===== src/rtl/traffic_pkg.sv =====
// Shared types for the intersection phase scheduler.
// Lamp encodings, approach numbering, controller phases and a timer-sizing helper.
// Pure declarations: no latency and no flow control.
package traffic_pkg;

  typedef enum logic [2:0] {
    L_RED    = 3'b100,
    L_YELLOW = 3'b010,
    L_GREEN  = 3'b001
  } light_t;

  typedef enum bit [1:0] {N, E, S, W} dir_t;

  typedef enum logic [1:0] {ALLRED, GREEN, YELLOW} phase_t;

  function automatic int max3(input int a, input int b, input int c);
    int m;
    m = (a > b) ? a : b;
    return (m > c) ? m : c;
  endfunction

endpackage


===== src/rtl/tick_gen.sv =====
// Timing-tick source: one-cycle pulse every TICK_DIV clocks.
// Pulse is registered; with TICK_DIV=1 it is high every cycle after reset.
// No backpressure: free-running divider.
module tick_gen #(
  parameter int TICK_DIV = 100_000_000
) (
  input  logic clk_in,
  input  logic rstn,
  output logic tick
);

  localparam int CW = (TICK_DIV > 1) ? $clog2(TICK_DIV) : 1;
  localparam logic [CW-1:0] LAST = CW'(TICK_DIV - 1);

  logic [CW-1:0] cnt;

  always_ff @(posedge clk_in) begin
    if (rstn) begin
      cnt  <= '0;
      tick <= 1'b0;
    end else if (cnt >= LAST) begin
      cnt  <= '0;
      tick <= 1'b1;
    end else begin
      cnt  <= cnt + CW'(1);
      tick <= 1'b0;
    end
  end

endmodule


===== src/rtl/traffic_phase_scheduler.sv =====
// Demand-actuated 4-way phase scheduler with min/max green, yellow, all-red and emergency override.
// All outputs registered with the state; a decision taken on a tick is visible the next cycle.
// No backpressure: requests are level inputs latched into pending until their green begins.
module traffic_phase_scheduler #(
  parameter int TICK_DIV  = 100_000_000,
  parameter int MIN_GREEN = 5,
  parameter int MAX_GREEN = 10,
  parameter int YELLOW_T  = 2,
  parameter int ALLRED_T  = 1
) (
  input  logic       clk_in,
  input  logic       rstn,
  input  logic [3:0] req,
  input  logic       emerg_valid,
  input  logic [1:0] emerg_dir,
  output logic [2:0] north,
  output logic [2:0] east,
  output logic [2:0] south,
  output logic [2:0] west,
  output logic [1:0] active_dir,
  output logic [3:0] pending,
  output logic       phase_start
);
  import traffic_pkg::*;

  localparam int TW = $clog2(max3(MAX_GREEN, YELLOW_T, ALLRED_T) + 1);
  localparam logic [TW-1:0] T_MIN  = TW'(MIN_GREEN - 1);
  localparam logic [TW-1:0] T_MAX1 = TW'(MAX_GREEN - 1);
  localparam logic [TW-1:0] T_SAT  = TW'(MAX_GREEN);
  localparam logic [TW-1:0] T_YEL  = TW'(YELLOW_T - 1);
  localparam logic [TW-1:0] T_AR   = TW'(ALLRED_T - 1);

  // First pending approach strictly after 'last', wrapping; 'last' itself is checked last.
  function automatic dir_t rr_pick(input dir_t last, input logic [3:0] p);
    dir_t sel;
    sel = last;
    for (int k = 4; k >= 1; k--) begin
      if (p[2'(int'(last) + k)]) sel = dir_t'(2'(int'(last) + k));
    end
    return sel;
  endfunction

  logic             tick;
  phase_t           state_q, state_d;
  logic [TW-1:0]    timer_q, timer_d;
  dir_t             dir_q, dir_d;
  logic [3:0]       pend_q, pend_d;
  logic             ps_q, ps_d;
  logic [3:0][2:0]  lamp_q, lamp_d;
  logic             grant;
  logic             green_exit;
  logic [3:0]       others;

  tick_gen #(.TICK_DIV(TICK_DIV)) u_tick (
    .clk_in (clk_in),
    .rstn   (rstn),
    .tick   (tick)
  );

  always_comb begin
    state_d    = state_q;
    timer_d    = timer_q;
    dir_d      = dir_q;
    pend_d     = pend_q | req;
    ps_d       = 1'b0;
    grant      = 1'b0;
    others     = pend_q & ~(4'b0001 << dir_q);
    green_exit = (emerg_valid && (dir_t'(emerg_dir) != dir_q)) ||
                 (!emerg_valid && (timer_q >= T_MIN) && (|others) &&
                  (!req[dir_q] || (timer_q >= T_MAX1)));

    case (state_q)
      ALLRED: if (tick) begin
        if (timer_q >= T_AR) begin
          if (emerg_valid) begin
            grant = 1'b1;
            dir_d = dir_t'(emerg_dir);
          end else if (|pend_q) begin
            grant = 1'b1;
            dir_d = rr_pick(dir_q, pend_q);
          end
        end else begin
          timer_d = timer_q + TW'(1);
        end
      end
      GREEN: if (tick) begin
        if (green_exit) begin
          state_d = YELLOW;
          timer_d = '0;
        end else if (timer_q < T_SAT) begin
          timer_d = timer_q + TW'(1);
        end
      end
      YELLOW: if (tick) begin
        if (timer_q >= T_YEL) begin
          state_d = ALLRED;
          timer_d = '0;
        end else begin
          timer_d = timer_q + TW'(1);
        end
      end
      default: state_d = ALLRED;
    endcase

    // The clear on grant overrides a same-cycle request for the granted approach.
    if (grant) begin
      state_d       = GREEN;
      timer_d       = '0;
      ps_d          = 1'b1;
      pend_d[dir_d] = 1'b0;
    end

    lamp_d = {4{3'(L_RED)}};
    if (state_d == GREEN)  lamp_d[dir_d] = L_GREEN;
    if (state_d == YELLOW) lamp_d[dir_d] = L_YELLOW;
  end

  always_ff @(posedge clk_in) begin
    if (rstn) begin
      state_q <= ALLRED;
      timer_q <= '0;
      dir_q   <= N;
      pend_q  <= '0;
      ps_q    <= 1'b0;
      lamp_q  <= {4{3'(L_RED)}};
    end else begin
      state_q <= state_d;
      timer_q <= timer_d;
      dir_q   <= dir_d;
      pend_q  <= pend_d;
      ps_q    <= ps_d;
      lamp_q  <= lamp_d;
    end
  end

  assign north       = lamp_q[0];
  assign east        = lamp_q[1];
  assign south       = lamp_q[2];
  assign west        = lamp_q[3];
  assign active_dir  = 2'(dir_q);
  assign pending     = pend_q;
  assign phase_start = ps_q;

endmodule


===== config.mk =====
export PLATFORM = sky130hd
export DESIGN_NAME = traffic_phase_scheduler
export DESIGN_NICKNAME = d
export VERILOG_FILES = /design/src/rtl/traffic_pkg.sv /design/src/rtl/tick_gen.sv /design/src/rtl/traffic_phase_scheduler.sv
export SDC_FILE = /design/constraint.sdc
export NUM_CORES = 1
export LEC_CHECK = 0
export ABC_AREA = 1
export BUFFER_PORTS_ARGS = -buffer_cell sky130_fd_sc_hd__buf_2
export CELL_PAD_IN_SITES_DETAIL_PLACEMENT = 0
export CELL_PAD_IN_SITES_GLOBAL_PLACEMENT = 1
export CORE_MARGIN = 3
export CORE_UTILIZATION = 38
export CTS_BUF_LIST = sky130_fd_sc_hd__clkbuf_4 sky130_fd_sc_hd__clkbuf_8 sky130_fd_sc_hd__clkbuf_16
export DETAILED_ROUTE_END_ITERATION = 16
export HOLD_SLACK_MARGIN = 0.05
export PLACE_DENSITY = 0.85
export SKIP_CTS_REPAIR_TIMING = 1
export SLEW_MARGIN = 20
export SYNTH_ARGS = -nofsm -noshare
export SYNTH_HDL_FRONTEND = slang
export SYNTH_HIERARCHICAL = 1
export SYNTH_SLANG_ARGS = --single-unit
export TNS_END_PERCENT = 1

===== constraint.sdc =====
create_clock -name clk_in -period 1.8 [get_ports clk_in]
set_input_delay 0.27 -clock clk_in [delete_from_list [all_inputs] [get_ports clk_in]]
set_output_delay 0.27 -clock clk_in [all_outputs]
set_load 0.02 [all_outputs]

==> results.sh, run 1 <==
export IMPL_status="finished with violations"
export IMPL_violations="setup timing"
export IMPL_vias=3058
export IMPL_ff2ff_path_depth=13
export IMPL_cts_root_buf="clkbuf_8"
export IMPL_nNetsFinal=574
export IMPL_peakVddDrop_v=0.0003589
export IMPL_area_growth_pct=24.13
export IMPL_worstHoldPathType="in2reg"
export IMPL_cts_max_level=2
export IMPL_finalSetupViolCount=4
export IMPL_worstPathArrival_ns=2.05
export IMPL_synth_area_leaders="dfxtp_1 (34%), nand2_1 (18%), nor2_1 (13%)"
export IMPL_clock_sinks=53
export IMPL_final_setup_skew_ns=0.006666
export IMPL_rsz0062_at_grt="yes"
export IMPL_grt_pass1_vias=2885
export IMPL_synth_top_area_share_pct=33.99
export IMPL_yosys_area_top_type="dfxtp_1"
export IMPL_core_area_um2=7848
export IMPL_hold_slack_ns=0.2733
export IMPL_initial_utilization_pct=39.78
export IMPL_syn_mean_instance_area_um2=6.397
export IMPL_min_from="rstn"
export IMPL_ys_flop_type="dfxtp_1"
export IMPL_synth_cells=488
export IMPL_clk_path_buf_depth=2
export IMPL_clock_latency_ns=0.31
export IMPL_synth_net_count=509
export IMPL_synth_common_cells="nand2_1 (149), nor2_1 (106), inv_1 (64)"
export IMPL_drive_gt1_share_pct=24.19
export IMPL_cts_buffers=5
export IMPL_wire_per_inst_um=11.63
export IMPL_overflow=0
export IMPL_cellLeakagePower_nw=1.664
export IMPL_ys_seq_area_share_pct=33.99
export IMPL_cp_end_kind="flop"
export IMPL_fmax_mhz=544.7
export IMPL_r2r_start="active_dir[0]$_SDFF_PP0_"
export IMPL_finalCritPeriodShare_pct=102.0
export IMPL_dpl_cell_count=644
export IMPL_die_h_um=96.64
export IMPL_grt_pass1_wl_um=12590
export IMPL_grt_antenna_before_repair=0
export IMPL_clkPwrFrac_pct=34.0
export IMPL_drc_errors=0
export IMPL_place_congestion=0.8657
export IMPL_tns_ns=-0.1052
export IMPL_die_area_um2=9338
export IMPL_swShare_pct=24.90
export IMPL_hold_path_endpoint="active_dir[0]$_SDFF_PP0_"
export IMPL_p_int_mw=1.510
export IMPL_fill_cells=852
export IMPL_worst_pin_slew_ns=0.3849
export IMPL_slew_headroom_pct=74.25
export IMPL_yosysWarnings=6
export IMPL_cts_clk_slew_worst_paths_ns=0.10
export IMPL_hold_viol=0
export IMPL_yosysMostFrequentCell="nand2_1"
export IMPL_drv_slew=0
export IMPL_crit_fanout=4
export IMPL_antenna_cells=0
export IMPL_power_density_nw_per_um2=519.0
export IMPL_cts_tree="yes"
export IMPL_seq_power_share_pct=59.4
export IMPL_holdPathStages=2
export IMPL_reg2reg_setup_slack_ns=-0.04
export IMPL_fin_ws_ns=-0.03571
export IMPL_dr_pass1_iters=4
export IMPL_drt_iter0_drc=77
export IMPL_critPathKind="reg2reg"
export IMPL_vias_per_cell=4.662
export IMPL_required_ns=2.01
export IMPL_instances_no_fill=656
export IMPL_die_w_um=96.64
export IMPL_drt_total_wl_um=7628
export IMPL_detailed_place_hpwl_um=5966
export IMPL_io_buffers=27
export IMPL_timing_rr_end="north[2]$_SDFF_PP1_"
export IMPL_grt_usage_pct=16.05
export IMPL_fin_crit_ns=1.836
export IMPL_p_sw_mw=0.5009
export IMPL_num_rows=32
export IMPL_pwr_share_comb_pct=6.5
export IMPL_max_cap_violations=0
export IMPL_ios=28
export IMPL_synth_distinct_cells=29
export IMPL_async_reset_ff_share_pct=0
export IMPL_synth_seq_cells=53
export IMPL_synth_edff_count=0
export IMPL_cp_start_kind="flop"
export IMPL_ant_nets=0
export IMPL_netlist_area_um2=3122
export IMPL_grt_start_max_net_pins=20
-- power by group through the flow --
stage | clock network [mW] | registers (mW) | logic, mW
floorplan | 0 | 1.23 | 0.0760
global placement | 0 | 1.22 | 0.126
detailed placement | 0 | 1.22 | 0.129
CTS | 0.720 | 1.20 | 0.129
global route | 0.762 | 1.20 | 0.149
finish | 0.685 | 1.20 | 0.131
-- state kept, by name (all words and copies together) (netlist names) --
signal / cells
u_tick/cnt: 27
pending: 4
timer_q: 4
east: 3
north: 3
south: 3
west: 3
active_dir: 2
state_q: 2
phase_start: 1
u_tick/tick: 1
-- cell type report --
| cell class | instances | area [µm²] | share of cell area (%) |
|---|---|---|---|
| multi-input cells | 363 | 1918 | 49.50 |
| flip-flops and latches | 53 | 1072 | 27.67 |
| repair buffers | 63 | 412.9 | 10.66 |
| inverters | 67 | 254.0 | 6.555 |
| well taps | 102 | 127.6 | 3.293 |
| clock buffers | 5 | 68.82 | 1.776 |
| clock inverters | 3 | 21.27 | 0.5489 |
-- how the worst max path moves through the flow --
stage	startpoint	to	slack (ns)	depth (start not counted)
detailed placement	active_dir[0]$_SDFF_PP0_	north[2]$_SDFF_PP1_	-0.06	16
global route	active_dir[0]$_SDFF_PP0_	west[2]$_SDFF_PP1_	-0.17	16
global placement	active_dir[0]$_SDFF_PP0_	east[2]$_SDFF_PP1_	-0.02	16
finish	active_dir[0]$_SDFF_PP0_	north[2]$_SDFF_PP1_	-0.04	13
floorplan	active_dir[0]$_SDFF_PP0_	pending[2]$_SDFF_PP0_	0.02	12
CTS	active_dir[0]$_SDFF_PP0_	north[2]$_SDFF_PP1_	-0.08	16
-- cells by family after synthesis --
group | synth area share, %
AO/OA/AOI/OAI | 5.050
AND/OR/NAND/NOR | 41.68
flip-flops | 33.99
buffers and inverters | 9.418
XOR/XNOR | 5.050
adder cells (fa/ha/maj) | 4.809
-- critical path: stages, from the launching register on --
cell      delay, ns
dfxtp_4        0.39
inv_4          0.05
ha_4           0.27
inv_1          0.05
nand2_1        0.09
nand2_1        0.06
nand2_1        0.08
nand2_1        0.05
nand2_1        0.08
nand3_2        0.10
a21boi_4       0.23
nand2_2        0.13
nor2_4         0.13
nor2_1         0.04
-- per-stage QoR --
stage	power, mW	area (µm²)	util, %	worst slack (ns)
5_1_grt	2.109	3875	49.38	-0.1737
6_report	2.011	3875	49.38	-0.03571
2_1_floorplan	1.303	3129	-	0.02164
4_1_cts	2.045	3680	46.89	-0.07561
3_5_place_dp	1.352	3590	45.74	-0.06079
3_3_place_gp	1.348	3590	45.74	-0.02363
-- per-layer routing --
layer | vias to the layer above | GRT usage [%] | routed length, µm | share of wire (%)
li1 | 1620 | - | - | -
met3 | 12 | 2.379 | 144 | 1.9
met1 | 1391 | 19.16 | 3441 | 45
met2 | 35 | 28.34 | 3866 | 51
met4 | 0 | 7.127 | 176 | 2.3
met5 | - | 0 | 0 | 0
-- placed cells by master, fill, tap and decap left out, types with 2 or more instances in the layout --
master / n
a21oi_1: 3
a21oi_2: 2
buf_2: 27
buf_4: 34
buf_6: 2
clkbuf_8: 5
dfxtp_1: 48
dfxtp_2: 3
dfxtp_4: 2
ha_1: 8
ha_4: 3
inv_1: 57
inv_2: 9
nand2_1: 139
nand2_2: 14
nand3_1: 22
nand3_2: 6
nand3b_1: 4
nand4_1: 8
nor2_1: 98
nor2_2: 9
nor2_4: 5
nor3_1: 2
o21ai_0: 5
o21ai_1: 4
o21ai_2: 4
o21bai_1: 2
xnor2_1: 6
xor2_1: 12
No activity file was read; power rests on OpenSTA's default activity.
==> inputs of run 2 (changes only) <==
Settings changed: ABC_AREA 1 to unset, CORE_UTILIZATION 38 to 45, PLACE_DENSITY 0.85 to 0.88.
Clock period 1.8 ns to 1.9 ns, I/O delays scaled along.
==> run 2 against run 1 <==
Compared with the run above: the flow still finishes with violations (setup timing); largest power group unchanged; sequential share of layout area barely moved; largest cell class unchanged; sequential power fell by 6%; clock-buffer cell count did not move; clock power rose by 17%; flip-flop and latch count did not move; critical endpoint is now west[2]$_SDFF_PP1_.
==> results.sh, run 2 <==
export IMPL_final_common_cell="dfxtp_1"
export IMPL_final_setup_skew_ns=0.008476
export IMPL_dr_pass1_iters=4
export IMPL_cp_start_kind="flop"
export IMPL_swShare_pct=23.98
export IMPL_wire_per_inst_um=14.79
export IMPL_max_stage_delay_ns=0.38
export IMPL_cpMaxStageDelayCell="dfxtp_4"
export IMPL_reg2reg_setup_slack_ns=-0.28
export IMPL_synth_xor_area_share_pct=4.380
export IMPL_cts_tree="yes"
export IMPL_synth_area_leaders="dfxtp_1 (35%), ha_1 (5.0%), nor3_1 (4.0%)"
export IMPL_power_mw=2.102
export IMPL_critPathBufInv=2
export IMPL_timing_rr_end="west[2]$_SDFF_PP1_"
export IMPL_critPathLaunch="active_dir[0]$_SDFF_PP0_"
export IMPL_num_rows=29
export IMPL_finalSetupViolCount=22
export IMPL_worstPathArrival_ns=2.37
export IMPL_async_reset_ff_share_pct=0
export IMPL_synth_distinct_cells=67
export IMPL_grt_antenna_before_repair=0
export IMPL_max_cap_violations=0
export IMPL_synth_top_family_by_area="simple AND/OR/NAND/NOR gates"
export IMPL_crit_fanout=6
export IMPL_synth_cells=334
export IMPL_slew_headroom_pct=75.61
export IMPL_critical_path_top_delay_family="compound AO/OA/AOI/OAI gates"
export IMPL_seq_power_share_pct=53.6
export IMPL_die_area_um2=7680
export IMPL_path_cells="buf_12, inv_6, ha_4, nand2b_1, o2111a_1, nor4b_1, a211o_2, a32o_2, mux2i_4, nand3_1"
export IMPL_yosysMostFrequentCell="dfxtp_1"
export IMPL_p_int_mw=1.598
export IMPL_finalCritPeriodShare_pct=114.8
export IMPL_clock_sinks=53
export IMPL_synth_top_area_share_pct=35.38
export IMPL_nNetsFinal=423
export IMPL_drive_gt1_share_pct=33.75
export IMPL_power_density_nw_per_um2=543.1
export IMPL_cts_max_level=2
export IMPL_largest_reg_flops=27
export IMPL_worstHoldPathType="in2reg"
export IMPL_hold_slack_ns=0.2444
export IMPL_synth_seq_cells=53
export IMPL_status="finished with violations"
export IMPL_critPathKind="reg2reg"
export IMPL_area_growth_pct=29.04
export IMPL_fin_crit_ns=2.181
export IMPL_ios=28
export IMPL_clock_latency_ns=0.31
export IMPL_yosys_area_top_type="dfxtp_1"
export IMPL_vias_per_cell=5.650
export IMPL_io_buffers=27
export IMPL_fmax_mhz=458.4
export IMPL_place_congestion=0.8767
export IMPL_clk_path_buf_depth=2
export IMPL_pwr_share_comb_pct=8.2
export IMPL_grt_pass1_vias=2620
export IMPL_syn_mean_instance_area_um2=8.979
export IMPL_cp_endpoint="west[2]$_SDFF_PP1_"
export IMPL_yosysWarnings=6
export IMPL_overflow=0
export IMPL_clkPwrFrac_pct=38.2
export IMPL_ys_flop_type="dfxtp_1"
export IMPL_die_h_um=87.64
export IMPL_cts_root_buf="clkbuf_8"
export IMPL_fill_cells=544
export IMPL_ys_seq_area_share_pct=35.38
export IMPL_synthAdderAreaFrac_pct=5.006
export IMPL_netlist_area_um2=2999
export IMPL_synthMuxAreaShare_pct=2.211
export IMPL_ant_nets=0
export IMPL_hold_viol=0
export IMPL_grt_start_max_net_pins=29
export IMPL_synth_common_cells="dfxtp_1 (53), nand2_1 (27), nor3_1 (24)"
export IMPL_peakVddDrop_v=0.0004213
export IMPL_ff2ff_path_depth=10
export IMPL_drt_iter0_drc=83
export IMPL_synth_compound_area_share_pct=19.44
export IMPL_antenna_cells=0
export IMPL_p_sw_mw=0.5040
export IMPL_r2r_start="active_dir[0]$_SDFF_PP0_"
export IMPL_required_ns=2.09
export IMPL_vias=2712
export IMPL_drc_errors=0
export IMPL_place_ws_ns=-0.3436
export IMPL_die_w_um=87.64
export IMPL_synth_net_count=355
export IMPL_grt_pass1_wl_um=11880
export IMPL_synth_simple_area_share_pct=28.87
export IMPL_cts_buffers=5
export IMPL_synth_edff_count=0
export IMPL_worst_pin_slew_ns=0.3659
export IMPL_drv_slew=0
export IMPL_core_area_um2=6386
export IMPL_min_from="req[1]"
export IMPL_rsz0062_at_grt="yes"
export IMPL_cp_end_kind="flop"
export IMPL_drt_total_wl_um=7098
export IMPL_detailed_place_hpwl_um=5170
export IMPL_cp_num_cells=10
export IMPL_layout_common_cells="dfxtp_1 (50), buf_4 (42), buf_2 (27), nand2_1 (26), nor3_1 (21)"
export IMPL_cellLeakagePower_nw=1.480
export IMPL_cts_clk_slew_worst_paths_ns=0.10
export IMPL_initial_utilization_pct=46.96
export IMPL_regMostFlops="u_tick/cnt"
export IMPL_tns_ns=-4.246
export IMPL_grt_usage_pct=19.19
export IMPL_fin_ws_ns=-0.2813
export IMPL_violations="setup timing"
==> run 2: layout make-up <==
type                            instances  area [µm²]  share of cell area [%]
Multi-Input combinational cell        253        1956                   50.53
Sequential cell                        53        1070                   27.64
Timing Repair Buffer                   76       573.1                   14.81
Tap cell                               77       96.34                   2.489
Clock buffer                            5       68.82                   1.778
Inverter                               13       56.30                   1.455
Clock inverter                          3       50.05                   1.293
==> run 2: metrics by stage <==
stage / utilization (%) / instance area, µm² / instances
2_1_floorplan: - / 3088 / 334
3_3_place_gp: 57.01 / 3641 / 472
3_5_place_dp: 57.01 / 3641 / 472
4_1_cts: 58.88 / 3760 / 480
5_1_grt: 60.60 / 3870 / 480
6_report: 60.60 / 3870 / 480
==> run 2: routing by layer <==
metal  GRT usage (%)  wire length (µm)
met5               0                 0
met4           5.439                99
met3           3.198               169
met2           34.79              3686
met1           23.23              3143
==> run 2: kinds of logic (layout without fill, tap and decap cells) <==
| logic type | count (synthesis) | count (layout) |
|---|---|---|
| fa+ha+maj | 12 | 12 |
| buf+inv | 28 | 97 |
| compound gates | 73 | 73 |
| simple gates | 148 | 148 |
| flops | 53 | 53 |
| xor+xnor | 15 | 15 |
| mux | 5 | 5 |
==> run 2: worst min-delay path by stage <==
stage / end / cells past startpoint
floorplan: active_dir[1]$_SDFF_PP0_ / 1
global placement: u_tick/cnt[0]$_SDFF_PP0_ / 1
detailed placement: u_tick/cnt[0]$_SDFF_PP0_ / 1
CTS: pending[1]$_SDFF_PP0_ / 3
global route: pending[1]$_SDFF_PP0_ / 3
finish: pending[1]$_SDFF_PP0_ / 3
==> run 2: power groups by stage <==
stage                     clock [mW]  sequential [mW]  combinational [mW]
after floorplan                    0             1.16              0.0850
after global placement             0             1.15               0.160
after detailed placement           0             1.15               0.163
after CTS                      0.825             1.13               0.163
after global routing           0.866             1.13               0.188
final                          0.802             1.13               0.172
==> run 2: worst register-to-register path, cell delays in order, from the launching register on <==
cell,delay [ns]
dfxtp_4,0.38
buf_12,0.13
inv_6,0.06
ha_4,0.11
nand2b_1,0.11
o2111a_1,0.24
nor4b_1,0.06
a211o_2,0.37
a32o_2,0.32
mux2i_4,0.18
nand3_1,0.10
==> inputs of run 3 (changes only) <==
Settings changed: REMOVE_ABC_BUFFERS set to 1.
==> run 3 against run 2 <==
Compared with the run above: global-route usage shrank 0.57 points; final cell count up 2.1%; critical path depth shrank 4; register-to-register slack is essentially flat; the flow still finishes with violations (setup timing); worst hold slack better by 0.028 ns; setup slack improved by 0.012 ns; design area is 0.58% lower.
==> results.sh, run 3 (synthesized netlist as in run 2, its figures left out) <==
export IMPL_status="finished with violations"
export IMPL_violations="setup timing"
export IMPL_cts_root_buf="clkbuf_8"
export IMPL_critPathLaunch="active_dir[0]$_SDFF_PP0_"
export IMPL_drive_gt1_share_pct=35.11
export IMPL_cp_num_cells=6
export IMPL_worstHoldPathType="in2reg"
export IMPL_place_ws_ns=-0.4155
export IMPL_num_rows=29
export IMPL_r2r_start="active_dir[0]$_SDFF_PP0_"
export IMPL_slew_headroom_pct=75.93
export IMPL_cts_buffers=5
export IMPL_clock_latency_ns=0.31
export IMPL_initial_utilization_pct=46.96
export IMPL_worstPathArrival_ns=2.37
export IMPL_antenna_cells=0
export IMPL_hold_viol=0
export IMPL_peakVddDrop_v=0.0003877
export IMPL_grt_start_max_net_pins=28
export IMPL_power_density_nw_per_um2=509.1
export IMPL_grt_pass1_wl_um=11670
export IMPL_critical_path_top_delay_family="multiplexers"
export IMPL_cp_endpoint="west[2]$_SDFF_PP1_"
export IMPL_tns_ns=-3.647
export IMPL_overflow=0
export IMPL_worst_pin_slew_ns=0.3604
export IMPL_ff2ff_path_depth=6
export IMPL_rsz0062_at_grt="yes"
export IMPL_drt_iter0_drc=67
export IMPL_cts_tree="yes"
export IMPL_max_cap_violations=0
export IMPL_finalCoreUtilization_pct=60.25
export IMPL_dpl_cell_count=482
export IMPL_nNetsFinal=433
export IMPL_core_area_um2=6386
export IMPL_required_ns=2.10
export IMPL_reg2reg_setup_slack_ns=-0.27
export IMPL_vias_per_cell=5.571
export IMPL_path_cells="mux4_2, a2111oi_4, a211o_2, a22o_4, mux2i_4, nand3_1"
export IMPL_max_stage_delay_ns=0.55
export IMPL_critPathKind="reg2reg"
export IMPL_cts_clk_slew_worst_paths_ns=0.10
export IMPL_place_congestion=0.8387
export IMPL_vias=2730
export IMPL_fin_crit_ns=2.169
export IMPL_regMostFlops="u_tick/cnt"
export IMPL_crit_fanout=6
export IMPL_die_area_um2=7680
export IMPL_wire_per_inst_um=14.46
export IMPL_clock_sinks=53
export IMPL_largest_reg_flops=27
export IMPL_cellLeakagePower_nw=1.495
export IMPL_layout_common_cells="buf_4 (55), dfxtp_1 (49), nand2_1 (27), buf_2 (27), nor3_1 (21)"
export IMPL_critPathBufInv=0
export IMPL_finalSetupViolCount=21
export IMPL_final_setup_skew_ns=0.007865
export IMPL_stdcell_area_um2=3847
export IMPL_grt_antenna_before_repair=0
export IMPL_area_growth_pct=28.29
export IMPL_clk_path_buf_depth=2
export IMPL_cp_end_kind="flop"
export IMPL_cts_max_level=2
export IMPL_fmax_mhz=461.0
export IMPL_final_common_cell="buf_4"
export IMPL_io_buffers=27
export IMPL_fin_ws_ns=-0.2692
export IMPL_place_area_um2=3618
export IMPL_grt_pass1_vias=2574
export IMPL_cpMaxStageDelayCell="mux4_2"
export IMPL_drv_slew=0
export IMPL_die_h_um=87.64
export IMPL_ant_nets=0
export IMPL_instances_no_fill=490
export IMPL_detailed_place_hpwl_um=5275
export IMPL_timing_rr_end="west[2]$_SDFF_PP1_"
export IMPL_drt_total_wl_um=7085
export IMPL_ios=28
export IMPL_drc_errors=0
export IMPL_die_w_um=87.64
export IMPL_dr_pass1_iters=4
export IMPL_cp_start_kind="flop"
export IMPL_finalCritPeriodShare_pct=114.2
export IMPL_grt_usage_pct=18.62
[run 3: cell count changes in the layout (fill, tap and decap cells not counted), sizes merged]
cell / delta
inv: -1
bufinv: -1
clkinv: +2
buf: +10
[run 3: metrics by stage]
| stage | power [mW] | hold WS, ns |
|---|---|---|
| final | 1.959 | 0.2725 |
| after global routing | 2.040 | 0.2771 |
| after CTS | 1.971 | 0.2707 |
| after detailed placement | 1.320 | 0.4669 |
| after global placement | 1.316 | 0.4643 |
| after floorplan | 1.237 | 0.3566 |
[run 3: layout make-up]
type | count | area, µm²
Fill cell | 589 | 2539
Multi-Input combinational cell | 253 | 1923
Sequential cell | 53 | 1069
Timing Repair Buffer | 86 | 619.3
Tap cell | 77 | 96.34
Clock buffer | 5 | 68.82
Inverter | 13 | 48.80
Clock inverter | 3 | 22.52
[run 3: power by group]
part	internal, mW	switching [mW]	leakage (nW)	total, mW
sequential	1.12	0.00739	0.431	1.13
clock	0.263	0.397	0.0481	0.659
combinational	0.0757	0.0963	1.02	0.172
total	1.46	0.500	1.50	1.96
[run 3: how the worst min path moves through the flow]
| stage | from | end | depth (start not counted) |
|---|---|---|---|
| floorplan | rstn | state_q[1]$_SDFF_PP0_ | 1 |
| global placement | u_tick/cnt[0]$_SDFF_PP0_ | u_tick/cnt[0]$_SDFF_PP0_ | 1 |
| detailed placement | u_tick/cnt[0]$_SDFF_PP0_ | u_tick/cnt[0]$_SDFF_PP0_ | 1 |
| CTS | req[3] | pending[3]$_SDFF_PP0_ | 3 |
| global route | req[3] | pending[3]$_SDFF_PP0_ | 3 |
| finish | req[3] | pending[3]$_SDFF_PP0_ | 3 |
[run 3: worst register-to-register path, cell delays in order (launching register included)]
cell       delay, ns
dfxtp_4         0.39
mux4_2          0.55
a2111oi_4       0.35
a211o_2         0.22
a22o_4          0.17
mux2i_4         0.28
nand3_1         0.10
[run 3: routing by layer]
metal / global-route usage, % / vias to the layer above / wire length [µm] / share of wire (%)
li1: - / 1399 / - / -
met1: 24.14 / 1280 / 3275 / 46
met2: 31.37 / 43 / 3482 / 49
met3: 3.481 / 8 / 233 / 3.3
met4: 5.718 / 0 / 94 / 1.3
met5: 0 / - / 0 / 0
